### src/rtl/uart_pkg.sv
// Shared UART definitions: receiver state encoding, the common baud constant
// and the bit-order aware shift helper.
package uart_pkg;

  // Clocks per bit at 27 MHz / 115200 baud, shared with the emitter.
  localparam int DELAY_FRAMES_DEFAULT = 234;

  typedef enum logic [2:0] {
    IDLE      = 3'd0,
    START_BIT = 3'd1,
    RECV_BYTE = 3'd2,
    STOP_BIT  = 3'd3,
    WAIT_HIGH = 3'd4
  } state_e;

  // Insert one received bit into the shift register in line order.
  function automatic logic [7:0] shift_in(input logic [7:0] sh,
                                          input logic       b,
                                          input logic       msb_first);
    if (msb_first) begin
      return {sh[6:0], b};
    end
    return {b, sh[7:1]};
  endfunction

endpackage

### src/rtl/uart_receiver_sync2.sv
// Two-flop synchroniser for an asynchronous single-bit input.
module sync2 #(
  parameter logic RESET_VAL = 1'b1
) (
  input  logic clk,
  input  logic rst,
  input  logic d_i,
  output logic q_o
);

  logic meta_q;
  logic sync_q;

  // Two back-to-back flops; reset to the line's idle level.
  always_ff @(posedge clk) begin
    if (rst) begin
      meta_q <= RESET_VAL;
      sync_q <= RESET_VAL;
    end else begin
      meta_q <= d_i;
      sync_q <= meta_q;
    end
  end

  assign q_o = sync_q;

endmodule

### src/rtl/uart_receiver.sv
// UART receiver: 8 data bits, no parity, 1 stop bit. Samples bit centres,
// holds the byte until read, flags framing errors and overruns.
module uart_receiver
  import uart_pkg::*;
#(
  parameter int DELAY_FRAMES = DELAY_FRAMES_DEFAULT,
  parameter bit MSB_FIRST    = 1'b1
) (
  input  logic       clk,
  input  logic       rst,
  input  logic       rx,
  output logic [7:0] dataOut,
  output logic       dataValid,
  input  logic       read,
  output logic       frameErr,
  output logic       overrun
);

  localparam int            CW   = $clog2(DELAY_FRAMES) + 1;
  localparam logic [CW-1:0] HALF = CW'(DELAY_FRAMES / 2);
  localparam logic [CW-1:0] LAST = CW'(DELAY_FRAMES);

  logic          rxs;
  state_e        state_q, state_d;
  logic [CW-1:0] cnt_q, cnt_d, cnt_inc;
  logic [2:0]    bit_q, bit_d;
  logic [7:0]    shift_q, shift_d;
  logic [7:0]    data_q, data_d;
  logic          valid_q, valid_d;
  logic          ferr_q, ferr_d;
  logic          ovr_q, ovr_d;

  sync2 #(.RESET_VAL(1'b1)) u_sync (
    .clk (clk),
    .rst (rst),
    .d_i (rx),
    .q_o (rxs)
  );

  assign cnt_inc = cnt_q + CW'(1);

  // State, counters and registered outputs; shift register needs no reset.
  always_ff @(posedge clk) begin
    if (rst) begin
      state_q <= IDLE;
      cnt_q   <= '0;
      bit_q   <= '0;
      data_q  <= '0;
      valid_q <= 1'b0;
      ferr_q  <= 1'b0;
      ovr_q   <= 1'b0;
    end else begin
      state_q <= state_d;
      cnt_q   <= cnt_d;
      bit_q   <= bit_d;
      data_q  <= data_d;
      valid_q <= valid_d;
      ferr_q  <= ferr_d;
      ovr_q   <= ovr_d;
    end
    shift_q <= shift_d;
  end

  // Next-state logic: frame sequencing plus the consumer handshake.
  always_comb begin
    state_d = state_q;
    cnt_d   = cnt_q;
    bit_d   = bit_q;
    shift_d = shift_q;
    data_d  = data_q;
    valid_d = valid_q;
    ferr_d  = 1'b0;
    ovr_d   = 1'b0;

    if (read && valid_q) begin
      valid_d = 1'b0;
    end

    unique case (state_q)
      IDLE: begin
        if (!rxs) begin
          state_d = START_BIT;
          cnt_d   = '0;
        end
      end
      START_BIT: begin
        if (cnt_inc == HALF) begin
          cnt_d = '0;
          if (!rxs) begin
            state_d = RECV_BYTE;
            bit_d   = '0;
          end else begin
            // Start bit did not survive to mid-bit: treat as a glitch.
            state_d = IDLE;
          end
        end else begin
          cnt_d = cnt_inc;
        end
      end
      RECV_BYTE: begin
        if (cnt_inc == LAST) begin
          cnt_d   = '0;
          shift_d = shift_in(shift_q, rxs, MSB_FIRST);
          if (bit_q == 3'd7) begin
            state_d = STOP_BIT;
          end else begin
            bit_d = bit_q + 3'd1;
          end
        end else begin
          cnt_d = cnt_inc;
        end
      end
      STOP_BIT: begin
        if (cnt_inc == LAST) begin
          cnt_d = '0;
          if (rxs) begin
            // A same-cycle read makes room for the new byte, so no overrun.
            data_d  = shift_q;
            valid_d = 1'b1;
            ovr_d   = valid_q && !read;
            state_d = IDLE;
          end else begin
            ferr_d  = 1'b1;
            state_d = WAIT_HIGH;
          end
        end else begin
          cnt_d = cnt_inc;
        end
      end
      WAIT_HIGH: begin
        // Hold off until the line returns high so a break flags only once.
        if (rxs) begin
          state_d = IDLE;
        end
      end
      default: begin
        state_d = IDLE;
        cnt_d   = '0;
      end
    endcase
  end

  assign dataOut   = data_q;
  assign dataValid = valid_q;
  assign frameErr  = ferr_q;
  assign overrun   = ovr_q;

endmodule

### config.mk
export PLATFORM = sky130hd
export DESIGN_NAME = uart_receiver
export DESIGN_NICKNAME = d
export VERILOG_FILES = /design/src/rtl/uart_pkg.sv /design/src/rtl/uart_receiver_sync2.sv /design/src/rtl/uart_receiver.sv
export SDC_FILE = /design/constraint.sdc
export NUM_CORES = 1
export LEC_CHECK = 0
export CELL_PAD_IN_SITES_DETAIL_PLACEMENT = 0
export CELL_PAD_IN_SITES_GLOBAL_PLACEMENT = 1
export CORE_UTILIZATION = 39
export CTS_CLUSTER_DIAMETER = 30
export DETAILED_ROUTE_END_ITERATION = 6
export GPL_TIMING_DRIVEN = 0
export PLACE_DENSITY = 0.72
export SLEW_MARGIN = 0
export SYNTH_ARGS = -nofsm -noshare
export SYNTH_HDL_FRONTEND = slang
export SYNTH_HIERARCHICAL = 1
export SYNTH_SLANG_ARGS = --single-unit
export TNS_END_PERCENT = 5
### constraint.sdc
create_clock -name clk -period 2.17 [get_ports clk]
set_input_delay 0.3255 -clock clk [delete_from_list [all_inputs] [get_ports clk]]
set_output_delay 0.3255 -clock clk [all_outputs]
set_load 0.03 [all_outputs]
==> metrics <==
outcome=finished with violations; violations in the final reports=setup timing; cts bufs inserted=5; number of global-route vias before repair=1,414; Post-Syn Nets=203; reg2reg setup slack=-0.16 ns; total number of nets in the final design=230; post-route fraction of the period consumed by the critical path=107%; maximum fanout count along the critical path=5; leading cell types by total area after synthesis=dfxtp_1 (32%), edfxtp_1 (14%), nor2_1 (5.3%), mux2i_1 (5.1%), ha_1 (3.5%); sequential share of the synthesized area=45.2%; WP buf/inv=1; Psw=605 uW; maximum number of pins on one net before global-route repair=13; Post-Place Cells=260; most numerous cell in the Yosys netlist=dfxtp_1; total standard cell area after synthesis=1770 um^2; worst reg2reg path depth=7; via count=1,523; Detail Placement HPWL=2770 um; H-tree levels=2; fraction of synthesized cell area taken by the top area cell type=31.6%; sum of overflow across all layers after global routing=0; Combinational Power Share=29.1%; placer's final routability congestion estimate=0.840; Vert. Die Dim=69.4 um; Site Rows=24; clock root buffer=clkbuf_8; r2r endpoint=bit_q[1]; # setup viols final=21; worst hold endpoint=u_sync/q_o; first-pass GRT wire length=6850 um; Max Fclk=430 MHz; # IOs=15; Synth Area per Inst=9.13 um^2; Critical Path Slowest Stage Cell=or4_4; type of element capturing the critical path=flop; clock tree from TritonCTS=built; Port Buffer Count=14; clock slew at the register clock pins of the worst setup and hold paths=0.07 ns; post-cts hold buffer count=0; ratio of total power to cell area=768 nW/um^2; routed len/inst=15.0 um; number of pins with negative max-slew slack in the final report=0; Switching Fraction=35.0%; reported max-cap violation count=0; Worst Path Required=2.37 ns; summed area of non-filler cells in the final layout=2250 um^2; number of standard cells in the layout, taps in and fillers out=274; P_int=1.12 mW; cell taking the most area after synthesis=dfxtp_1; overall power consumption=1.73 mW; core region area=4350 um^2; worst hold path cell count=1; origin of the worst min-delay path=u_sync/meta_q; maximum number of buffers from clock root to sink=2; kind of launch point of the worst setup path=flop; Hold Crit Class=flop to flop; Worst Path Class, Setup=flop to flop; startpoint of the most critical register-to-register path=cnt_q[0]; number of cells produced by synthesis=194; Worst EP arrival=2.53 ns; initial detailed-routing violation count=86; number of synthesized register bits=36; final count of hold timing violations=0; Seq pwr share=43.8%; Remaining DRCs=0; Main synth FF type=dfxtp_1; share of synthesized flip-flops with an asynchronous set or reset=0%; Vias per Instance=5.56; die outline area=4820 um^2; CP delay by family, top=simple AND/OR/NAND/NOR gates; worst supply voltage drop on vdd=324 uV; die boundary width=69.4 um; count of different cell masters after synthesis=44; count of antenna-violating nets left after detailed routing=0; area of placed instances=1980 um^2; worst-margin pin slew=0.699 ns; CTS sink cnt=36; Synth Warn #=6; static power due to leakage=0.850 nW; top post-synthesis cells by count=dfxtp_1 (28), nor2_1 (25), nand2_1 (12), a21oi_1 (11), mux2i_1 (9); layout cells sized above 1=21.2%; total wirelength of the detailed-routed design=4120 um; all-layer global routing usage=18.1%; final setup TNS=-1.92 ns; sequence of cells on the critical path=buf_4 > nand3_1 > or3_1 > a221oi_4 > nand3_2 > or4_4 > o32ai_2; ANT cells=0; delay of the slowest critical-path stage=0.56 ns; Min Clock Period, post-route=2.33 ns; number of antenna violations at the first check in global routing=0; initial core utilization=40.7%; number of detailed-route iterations in the first pass=4; worst relative slew slack=53.4%; P&R area growth vs syn=27.1%; EDFF count, synth=8; clock tree skew after final layout=0.00195 ns; Clk network pwr share=27.1%; Final WS setup=-0.156 ns; setup repair after global routing missed its margin=yes; Clk Latency, worst-skew pair=0.29 ns
==> metrics by stage <==
step / setup WS (ns) / hold slack (ns) / util (%)
after detailed placement: -0.540 / 0.409 / 45.5
after global routing: -0.269 / 0.434 / 51.7
after floorplan: -0.0995 / 0.383 / -
after CTS: -0.0739 / 0.427 / 49.3
after global placement: -0.433 / 0.396 / 45.5
final: -0.156 / 0.421 / 51.7
==> timing repair <==
action	CTS	global route
endpoints found under the setup margin	31	29
setup buffers	1	5
resized for setup	18	12
pin swaps	3	3
cloned	0	0
==> cells in the final DEF (no fill, tap or decap), types with 4 or more instances in the layout <==
cell type and n:
dfxtp_1 26, nor2_1 23, clkdlybuf4s50_1 14, nand2_1 12, mux2i_1 9, inv_1 8
a21oi_1 8, edfxtp_1 8, nand3_1 6, nand4_1 6, o21ai_0 6, buf_4 6
ha_1 5, clkbuf_8 5, clkbuf_1 4, a31oi_1 4
==> metal layers <==
layer,track usage [%],vias to the layer above,wire length (um)
met1,23.5,719,1940
met5,0,-,0
li1,-,756,-
met4,8.39,0,89
met2,28.4,38,1920
met3,4.36,10,173
==> power groups by stage <==
stage,clock [mW],combinational (mW),sequential (mW)
after detailed placement,0,0.416,0.769
after floorplan,0,0.310,0.758
after CTS,0.485,0.445,0.764
final,0.469,0.503,0.757
after global routing,0.519,0.554,0.762
after global placement,0,0.413,0.769
==> worst max path at each step <==
stage               startpoint          to  depth (start not counted)
detailed placement    cnt_q[1]  state_q[1]                          8
finish                cnt_q[0]    bit_q[1]                          7
global route          cnt_q[0]    bit_q[1]                          7
global placement      cnt_q[0]  state_q[1]                          8
CTS                   cnt_q[0]    bit_q[2]                          8
floorplan             cnt_q[0]    bit_q[0]                          8
==> registers in the layout, summed over array words and instances, names as in the netlist <==
register and count:
frameErr 1, overrun 1, cnt_q 9, dataOut 8, bit_q 3, dataValid 1, shift_q 8, state_q 3
u_sync/q_o 1, u_sync/meta_q 1
==> cell families (layout without fill, tap and decap cells) <==
logic type / after synthesis / count (layout) / synth area share (%)
simple gates: 80 / 80 / 23.7
xor+xnor: 3 / 3 / 1.48
compound gates: 43 / 43 / 16.9
flops: 36 / 36 / 45.2
mux: 9 / 9 / 5.08
buf+inv: 18 / 46 / 4.17
fa+ha+maj: 5 / 5 / 3.53
==> cell type report <==
class                      instances  area [um^2]
clock buffer                       5         68.8
buffer                            10         60.1
timing repair buffer              20          185
inverter                           8         30.0
multi-input combinational        140         1020
clock inverter                     3         18.8
tap                               52         65.1
fill                             413         2100
sequential                        36          808
==> worst register-to-register path: stages (launching register included) <==
cell and delay (ns):
dfxtp_4 0.38, buf_4 0.12, nand3_1 0.14, or3_1 0.40
a221oi_4 0.38, nand3_2 0.14, or4_4 0.56, o32ai_2 0.14
Power figures use the tool's default switching activity.
